[src/rtl/br_pkg.sv]
// Shared types for branch resolution: FSM states, funct3 codes, transfer-class priority.
package br_pkg;

    localparam int unsigned STAT_WIDTH = 32;

    // Redirect / flush sequencer states
    typedef enum logic [1:0] {
        ST_IDLE     = 2'd0,
        ST_REDIRECT = 2'd1,
        ST_FLUSH2   = 2'd2
    } state_e;

    // Branch condition codes (funct3)
    localparam logic [2:0] F3_BEQ  = 3'b000;
    localparam logic [2:0] F3_BNE  = 3'b001;
    localparam logic [2:0] F3_BLT  = 3'b100;
    localparam logic [2:0] F3_BGE  = 3'b101;
    localparam logic [2:0] F3_BLTU = 3'b110;
    localparam logic [2:0] F3_BGEU = 3'b111;

    // Resolved control-transfer class
    typedef enum logic [1:0] {
        CLS_NONE   = 2'd0,
        CLS_BRANCH = 2'd1,
        CLS_JAL    = 2'd2,
        CLS_JALR   = 2'd3
    } cls_e;

    // Class priority: JALR over JAL over conditional branch
    function automatic cls_e cls_encode(input logic is_branch, input logic is_jal,
                                        input logic is_jalr);
        if (is_jalr)        return CLS_JALR;
        else if (is_jal)    return CLS_JAL;
        else if (is_branch) return CLS_BRANCH;
        else                return CLS_NONE;
    endfunction

endpackage

[src/rtl/br_cond.sv]
// Branch condition decode from funct3 and comparator flags.
module br_cond
    import br_pkg::*;
(
    input  logic [2:0] funct3,
    input  logic       less,
    input  logic       equal,
    output logic       taken_c
);

    // Map condition code to taken; reserved codes never take
    always_comb begin
        taken_c = 1'b0;
        case (funct3)
            F3_BEQ:           taken_c = equal;
            F3_BNE:           taken_c = ~equal;
            F3_BLT, F3_BLTU:  taken_c = less;
            F3_BGE, F3_BGEU:  taken_c = ~less;
            default:          taken_c = 1'b0;
        endcase
    end

endmodule

[src/rtl/br_resolve.sv]
// EX-stage branch/jump resolution: mispredict detection, registered fetch redirect,
// two-cycle front-end flush and predictor update.
// Optional macro BR_RESOLVE_STATS_EN adds saturating branch/mispredict counters.
module br_resolve
    import br_pkg::*;
#(
    parameter int unsigned DATA_WIDTH = 32
) (
    input  logic                  clk_i,
    input  logic                  rst_i,
    input  logic                  ex_valid_i,
    input  logic                  ex_is_branch_i,
    input  logic                  ex_is_jal_i,
    input  logic                  ex_is_jalr_i,
    input  logic [2:0]            ex_funct3_i,
    input  logic                  br_less_i,
    input  logic                  br_equal_i,
    output logic                  br_unsigned_o,
    input  logic [DATA_WIDTH-1:0] ex_pc_i,
    input  logic [DATA_WIDTH-1:0] ex_imm_i,
    input  logic [DATA_WIDTH-1:0] ex_rs1_data_i,
    input  logic                  ex_pred_taken_i,
    output logic                  redirect_valid_o,
    output logic [DATA_WIDTH-1:0] redirect_pc_o,
    output logic                  flush_o,
    output logic                  upd_valid_o,
    output logic [DATA_WIDTH-1:0] upd_pc_o,
    output logic                  upd_taken_o,
`ifdef BR_RESOLVE_STATS_EN
    output logic [STAT_WIDTH-1:0] stat_br_cnt_o,
    output logic [STAT_WIDTH-1:0] stat_mispred_cnt_o,
`endif
    output logic                  misalign_o
);

    state_e                  state_q, state_d;
    cls_e                    cls_c;
    logic                    cond_taken_c;
    logic                    taken_c;
    logic                    mispred_c;
    logic                    accept_c;
    logic [DATA_WIDTH-1:0]   target_c;
    logic [DATA_WIDTH-1:0]   seq_pc_c;
    logic [DATA_WIDTH-1:0]   jalr_sum_c;
    logic [DATA_WIDTH-1:0]   redir_pc_c;

    logic                    redirect_valid_d;
    logic [DATA_WIDTH-1:0]   redirect_pc_d;
    logic                    flush_d;
    logic                    upd_valid_d;
    logic [DATA_WIDTH-1:0]   upd_pc_d;
    logic                    upd_taken_d;
    logic                    misalign_d;

    // Comparator mode goes straight out so the compare settles in the same cycle
    assign br_unsigned_o = ex_funct3_i[1];

    br_cond u_cond (
        .funct3  (ex_funct3_i),
        .less    (br_less_i),
        .equal   (br_equal_i),
        .taken_c (cond_taken_c)
    );

    assign cls_c    = cls_encode(ex_is_branch_i, ex_is_jal_i, ex_is_jalr_i);
    assign accept_c = (state_q == ST_IDLE) && ex_valid_i;

    // Target, actual outcome and mispredict for the instruction in EX
    always_comb begin
        seq_pc_c   = ex_pc_i + DATA_WIDTH'(4);
        jalr_sum_c = ex_rs1_data_i + ex_imm_i;
        target_c   = ex_pc_i + ex_imm_i;
        taken_c    = 1'b0;
        mispred_c  = 1'b0;
        case (cls_c)
            CLS_BRANCH: begin
                taken_c   = cond_taken_c;
                mispred_c = cond_taken_c ^ ex_pred_taken_i;
            end
            CLS_JAL: begin
                taken_c   = 1'b1;
                mispred_c = ~ex_pred_taken_i;
            end
            CLS_JALR: begin
                target_c  = {jalr_sum_c[DATA_WIDTH-1:1], 1'b0};
                taken_c   = 1'b1;
                mispred_c = 1'b1;
            end
            default: begin
                taken_c   = 1'b0;
                mispred_c = 1'b0;
            end
        endcase
        redir_pc_c = taken_c ? target_c : seq_pc_c;
    end

    // Sequencer next state and next registered outputs
    always_comb begin
        state_d          = state_q;
        redirect_valid_d = 1'b0;
        redirect_pc_d    = redirect_pc_o;
        flush_d          = 1'b0;
        upd_valid_d      = 1'b0;
        upd_pc_d         = upd_pc_o;
        upd_taken_d      = upd_taken_o;
        misalign_d       = 1'b0;
        case (state_q)
            ST_IDLE: begin
                if (ex_valid_i) begin
                    if (mispred_c) begin
                        state_d          = ST_REDIRECT;
                        redirect_valid_d = 1'b1;
                        redirect_pc_d    = redir_pc_c;
                        flush_d          = 1'b1;
                    end
                    if (cls_c == CLS_BRANCH) begin
                        upd_valid_d = 1'b1;
                        upd_pc_d    = ex_pc_i;
                        upd_taken_d = taken_c;
                    end
                    misalign_d = taken_c & target_c[1];
                end
            end
            ST_REDIRECT: begin
                state_d = ST_FLUSH2;
                flush_d = 1'b1;
            end
            ST_FLUSH2: begin
                state_d = ST_IDLE;
            end
            default: begin
                state_d = ST_IDLE;
            end
        endcase
    end

    // State and output registers
    always_ff @(posedge clk_i) begin
        if (rst_i) begin
            state_q          <= ST_IDLE;
            redirect_valid_o <= 1'b0;
            redirect_pc_o    <= '0;
            flush_o          <= 1'b0;
            upd_valid_o      <= 1'b0;
            upd_pc_o         <= '0;
            upd_taken_o      <= 1'b0;
            misalign_o       <= 1'b0;
        end else begin
            state_q          <= state_d;
            redirect_valid_o <= redirect_valid_d;
            redirect_pc_o    <= redirect_pc_d;
            flush_o          <= flush_d;
            upd_valid_o      <= upd_valid_d;
            upd_pc_o         <= upd_pc_d;
            upd_taken_o      <= upd_taken_d;
            misalign_o       <= misalign_d;
        end
    end

`ifdef BR_RESOLVE_STATS_EN
    logic br_inc_c;
    logic misp_inc_c;

    assign br_inc_c   = accept_c && (cls_c == CLS_BRANCH);
    assign misp_inc_c = accept_c && mispred_c;

    // Saturating resolved-branch and mispredicted-transfer counters
    always_ff @(posedge clk_i) begin
        if (rst_i) begin
            stat_br_cnt_o      <= '0;
            stat_mispred_cnt_o <= '0;
        end else begin
            if (br_inc_c && (stat_br_cnt_o != '1))
                stat_br_cnt_o <= stat_br_cnt_o + STAT_WIDTH'(1);
            if (misp_inc_c && (stat_mispred_cnt_o != '1))
                stat_mispred_cnt_o <= stat_mispred_cnt_o + STAT_WIDTH'(1);
        end
    end
`else
    logic unused_accept;
    assign unused_accept = accept_c;
`endif

endmodule

[config.mk]
export PLATFORM = sky130hd
export DESIGN_NAME = br_resolve
export DESIGN_NICKNAME = d
export VERILOG_FILES = /design/src/rtl/br_pkg.sv /design/src/rtl/br_cond.sv /design/src/rtl/br_resolve.sv
export SDC_FILE = /design/constraint.sdc
export NUM_CORES = 1
export LEC_CHECK = 0
export BUFFER_PORTS_ARGS = -buffer_cell sky130_fd_sc_hd__buf_2
export CAP_MARGIN = 20
export CORE_MARGIN = 3
export CORE_UTILIZATION = 54
export CTS_CLUSTER_DIAMETER = 120
export DETAILED_ROUTE_END_ITERATION = 10
export PLACE_DENSITY_LB_ADDON = 0.05
export SYNTH_ARGS = -nofsm -noshare
export SYNTH_HDL_FRONTEND = slang
export SYNTH_SLANG_ARGS = --single-unit
[constraint.sdc]
create_clock -name clk_i -period 3 [get_ports clk_i]
set_input_delay 0.3 -clock clk_i [delete_from_list [all_inputs] [get_ports clk_i]]
set_output_delay 0.3 -clock clk_i [all_outputs]
set_load 0.02 [all_outputs]
======== Word-level counts from Yosys, hierarchy flattened ========
Index checks and enable logic that the tools add are counted.
word-level totals
  bits in registers ....................... 71
  bits of input ports ..................... 108
cells by class
  mux-type cells .......................... 15
  add/subtract/negate cells ............... 3
  reductions and logical operators ........ 10
  bitwise logic cells ..................... 7
  equal/unequal tests ..................... 11
operator list
  operator                                              number
  adder 32 bit                                          2
  two-way mux 32 bit                                    2
  adder 32 x 3 -> 32 bit (second input constant)        1
  equality test 3 bit (second input constant)           4
  two-way mux 2 bit                                     4
  OR reduction 2 bit                                    4
  AND reduction 3 bit                                   2
  inverter 1 bit                                        5
  equality test 2 x 1 -> 1 bit (second input constant)  2
  equality test 2 bit (second input constant)           2
  two-way mux 1 bit                                     4
  != test 2 bit (second input constant)                 2
  case mux 1 bit (2 select lines)                       2
  case mux 1 bit (4 select lines)                       1
  case mux 2 bit (2 select lines)                       1
  equality test 3 x 1 -> 1 bit (second input constant)  1
  logical NOT 3 bit                                     1
  case mux 1 bit (3 select lines)                       1
  OR reduction 3 bit                                    1
  logical NOT 2 bit                                     1
  AND reduction 2 bit                                   1
  bitwise AND 1 bit                                     1
  XOR 1 bit                                             1

======== Logic depth before layout (Yosys ltp) ========
  depth in word-level cells ............... 8
  depth in mapped cells ................... 11

======== Hierarchy ========
Synthesis repeated with hierarchy kept, for this count alone.
second synthesis, totals
  cell total of the unflattened synthesis .. 919
  area, all modules ....................... 6744.0 um2
by module, submodules not included
  module      area each (um2)  instances  cells each  seq. area each (um2)
  br_resolve  6707.7           1          914         1421.4
  br_cond     36.3             1          5           0.0

======== Worst setup path after synthesis ========
No wires, ideal clock.
  path kind ............................... input-to-reg
  start ................................... input ex_imm_i[0]
  end ..................................... register redirect_pc_o[24]
  setup time .............................. 0.117 ns
  arrival time ............................ 2.519 ns
  setup slack ............................. 0.364 ns
  buffers on the path ..................... 0
  data required time ...................... 2.883 ns
  stages on the path ...................... 11
  cell sequence ........................... and2_1 -> fa_1 -> a211oi_1 -> o21ai_1 -> o21ai_2 -> and2_4 -> o21ai_1 -> a21o_1 -> a21oi_1 -> mux2_1 -> a32o_1
between the ends
  cells in the longest elaborated chain, start to end .. 3
  elaborated cells between the ends (all ways) .. 4
RTL lines
  item                                    RTL line                            text
  start: declaration                      br_resolve.sv:20                    input logic [DATA_WIDTH-1:0] ex_imm_i,
  adder 32 bit, on equally long branches  br_resolve.sv:72, br_resolve.sv:71
  two-way mux 32 bit *                    br_resolve.sv:75                    case (cls_c)
  two-way mux 32 bit *                    br_resolve.sv:94                    redir_pc_c = taken_c ? target_c : seq_pc_c;
  end signal: assignment                  br_resolve.sv:151                   redirect_pc_o <= redirect_pc_d;
  end: declaration                        br_resolve.sv:24                    output logic [DATA_WIDTH-1:0] redirect_pc_o,
Mark *: on every way between the ends. The rest lies on a longest branch, timed or not.
A chain may end at the register's enable or synchronous reset.

======== Worst setup path in the final report ========
  start ................................... input ex_pc_i[2]
  end ..................................... register redirect_pc_o[31]
between the ends
  cells in the longest elaborated chain, start to end .. 3
  elaborated cells between the ends (all ways) .. 4
RTL lines
  item                  RTL line          text
  start: declaration    br_resolve.sv:19  input logic [DATA_WIDTH-1:0] ex_pc_i,
  adder 32 bit          br_resolve.sv:72  target_c = ex_pc_i + ex_imm_i;
  two-way mux 32 bit    br_resolve.sv:75
  two-way mux 32 bit *  br_resolve.sv:94
Marked as above.

==> results.yml <==
route:
  drc: 0
  wire_per_inst_um: 17.9
  antenna_left: 0
  vias: 7403
  drt-total-wl_mm: 22.1
  viasPerCell: 6.02
  drt_iter0_drc: 746
  drt-pass1-iter-count: 5
yosys:
  synth_top_area_share_pct: 21.6
  ys_seq_area_share_pct: 21.6
  synthMostInstantiatedCell: "nand2_1"
  synthArstFlopShare_pct: 0
  synthTopCellsByArea: "dfxtp_1 (22%), ha_1 (12%), nand2_1 (8.7%), a21oi_1 (8.2%), xnor2_1 (5.6%)"
  syn-num-nets: 1037
  ys.warnings.count: 0
  synth_flop_cell: "dfxtp_1"
  ys_top_cells_by_count: "nand2_1 (153), a21oi_1 (107), dfxtp_1 (71)"
  ys_ff_latch: 71
  synth_area_sq_um: 6570
  synthCells: 865
  ys_types: 70
  synth.largest_area_cell: "dfxtp_1"
  synth_top_family_by_area: "compound AO/OA/AOI/OAI gates"
  synth_xor_area_share_pct: 11.2
  synth_fa_ha_area_share_pct: 12.4
  postSynthAreaPerCell_sq_um: 7.60
  synth_compound_area_share_pct: 30.1
  yosys-mux-area-fraction_pct: 0.800
  synth_edf_count: 0
  synth-simple-area-share_pct: 21.0
cts:
  hold_buffers: 0
  cts.sinks: 71
  clockRootBuffer: "clkbuf_16"
  cts_resized: 0
  htree_levels: 3
  cts.repair_timing.setup_buffer_count: 0
  clock_path_buffers: 2
  cts_made_buffers: 9
  clk_pin_slew_ps: 60
  clock_latency_ps: 340
  tritoncts: "built"
critical_path:
  required_ps: 3280
  arrival_ps: 3030
  critPathLaunchType: "input port"
  crit_path_end_kind: "flip-flop"
  crit_type: "in2reg"
  critPathMaxFanout: 4
sta:
  fin_crit_ps: 2750
  max_freq_mhz: 364
  finalHoldViolations: 0
  slew_headroom_pct: 60.4
  finalMaxSlewViolations: 0
  rsz0062_at_grt: "false"
  worst_pin_slew_ps: 594
  post-route-period-util_pct: 91.6
  setup_viol: 0
  finalClockSkew_ps: 5.11
outcome:
  status: "finished clean"
finish:
  drive_gt1_share_pct: 26.0
  layout.nets: 1253
  num_antenna_cells: 0
  final_cells: 1229
  syn_to_final_growth_pct: 25.8
  fill_cells: 1047
  fin_util_pct: 70.9
power:
  irDropWorstVdd_v: 0.000271
  power_leakage_nw: 3.83
  power.density_nw_per_um2: 415
floorplan:
  dieArea_sq_um: 13500
  row_count: 39
  die_w_um: 116
  fp.coreArea_sq_um: 11700
  fp.dieH_um: 116
  boundaryPins: 178
  initial_utilization_pct: 56.3
global_routing:
  grt_pass1_wl_mm: 33.7
  grt_antenna_before_repair: 0
  grt_overflow_total: 0
  grt.total_usage_pct: 31.7
  grt_pass1_vias: 6591
  grt_max_degree: 54
place:
  hpwlAfterDp_mm: 17.2
  gp_congestion: 0.971
  io_buffers: 177
  dp.cells: 1213
min_path:
  min_path_type: "in2reg"
run:
  drv_cap: 0
==> registers in the layout, summed over array words and instances, names as in the netlist <==
register and cells:
upd_pc_o 32, redirect_pc_o 32, upd_taken_o 1, upd_valid_o 1, misalign_o 1, state_q 2
flush_o 1, redirect_valid_o 1
==> final timing paths <==
path | start | to | slack, ps | depth (start not counted)
worst max-delay path | ex_pc_i[2] | redirect_pc_o[31] | 250 | 12
worst min-delay path | ex_pc_i[0] | upd_pc_o[0] | 220 | 3
worst max register to register | state_q[0] | redirect_pc_o[31] | 950 | 6
worst min register to register | state_q[1] | state_q[1] | 430 | 1
==> layout make-up <==
type	count	area [sq um]	share of cell area, %
repair buffers	241	1370	16.5
clock buffers	9	225	2.72
inverters	13	48.8	0.590
flip-flops and latches	71	1420	17.2
multi-input cells	745	4970	60.1
well taps	143	179	2.16
clock inverters	7	61.3	0.742
==> cell usage in the layout, fill, tap and decap left out, types with 3 or more instances in the layout <==
cell type / Yosys / final
nor2_1: 49 / 49
a31oi_1: 7 / 7
nand2b_1: 5 / 5
a22oi_1: 3 / 3
a21oi_1: 107 / 107
nor3_2: 4 / 5
inv_6: 0 / 3
and3_1: 12 / 12
dfxtp_1: 71 / 71
xnor2_1: 42 / 42
inv_1: 12 / 12
buf_2: 0 / 177
a221oi_1: 8 / 8
and4_1: 5 / 5
o21ai_0: 36 / 36
buf_4: 1 / 64
clkbuf_16: 0 / 9
and2_1: 5 / 5
xor2_1: 42 / 42
mux2i_1: 3 / 3
o211ai_1: 27 / 27
nor3_1: 11 / 10
o21ai_1: 5 / 5
a32o_1: 4 / 4
ha_1: 62 / 62
a22o_1: 5 / 5
nand3_1: 20 / 20
a211oi_1: 17 / 17
a21o_1: 35 / 35
nand4_1: 17 / 17
nand2_1: 153 / 153
a21oi_2: 3 / 3
==> metal layers <==
metal  wire length, um  share of wire, %  up-vias  track usage [%]
li1                  -                 -     3633                -
met1              9830                45     3364             46.6
met2              9540                43      371             47.6
met3              2270                10       35             6.01
met4               417               1.9        0             8.20
met5                 0                 0        -                0
==> cells by family (layout without fill, tap and decap cells) <==
kind of cell,count (synthesis),after routing
buffers and inverters,49,270
adders and majority gates,64,64
xor gates and xnor gates,84,84
muxes,5,5
and+or+nand+nor,298,298
DFF,71,71
AOI/OAI and AO/OA,294,294
==> critical path, stage by stage <==
cell and delay, ps:
buf_2 120, ha_1 340, o211ai_1 230, o211ai_1 190, a211oi_2 310, o311ai_1 170, buf_4 160, a221oi_2 290
o21ai_1 190, a2111oi_0 450, o21ai_0 130, a21oi_1 150
==> metrics by stage <==
stage	hold WS, ps	instance area (sq um)	worst slack, ps	power (mW)	setup TNS [ps]
floorplan	406	6570	364	1.91	0
global placement	419	7980	-4.81	2.38	-4.81
detailed placement	421	7980	-29.6	2.38	-53.4
CTS	214	8270	315	3.42	0
global route	227	8270	121	3.61	0
finish	224	8270	251	3.43	0
==> where the power goes <==
| part | internal (mW) | switching, mW |
|---|---|---|
| logic | 0.565 | 0.799 |
| clock network | 0.576 | 0.462 |
| registers | 0.998 | 0.0290 |
| total | 2.14 | 1.29 |
Power figures use the tool's default switching activity.
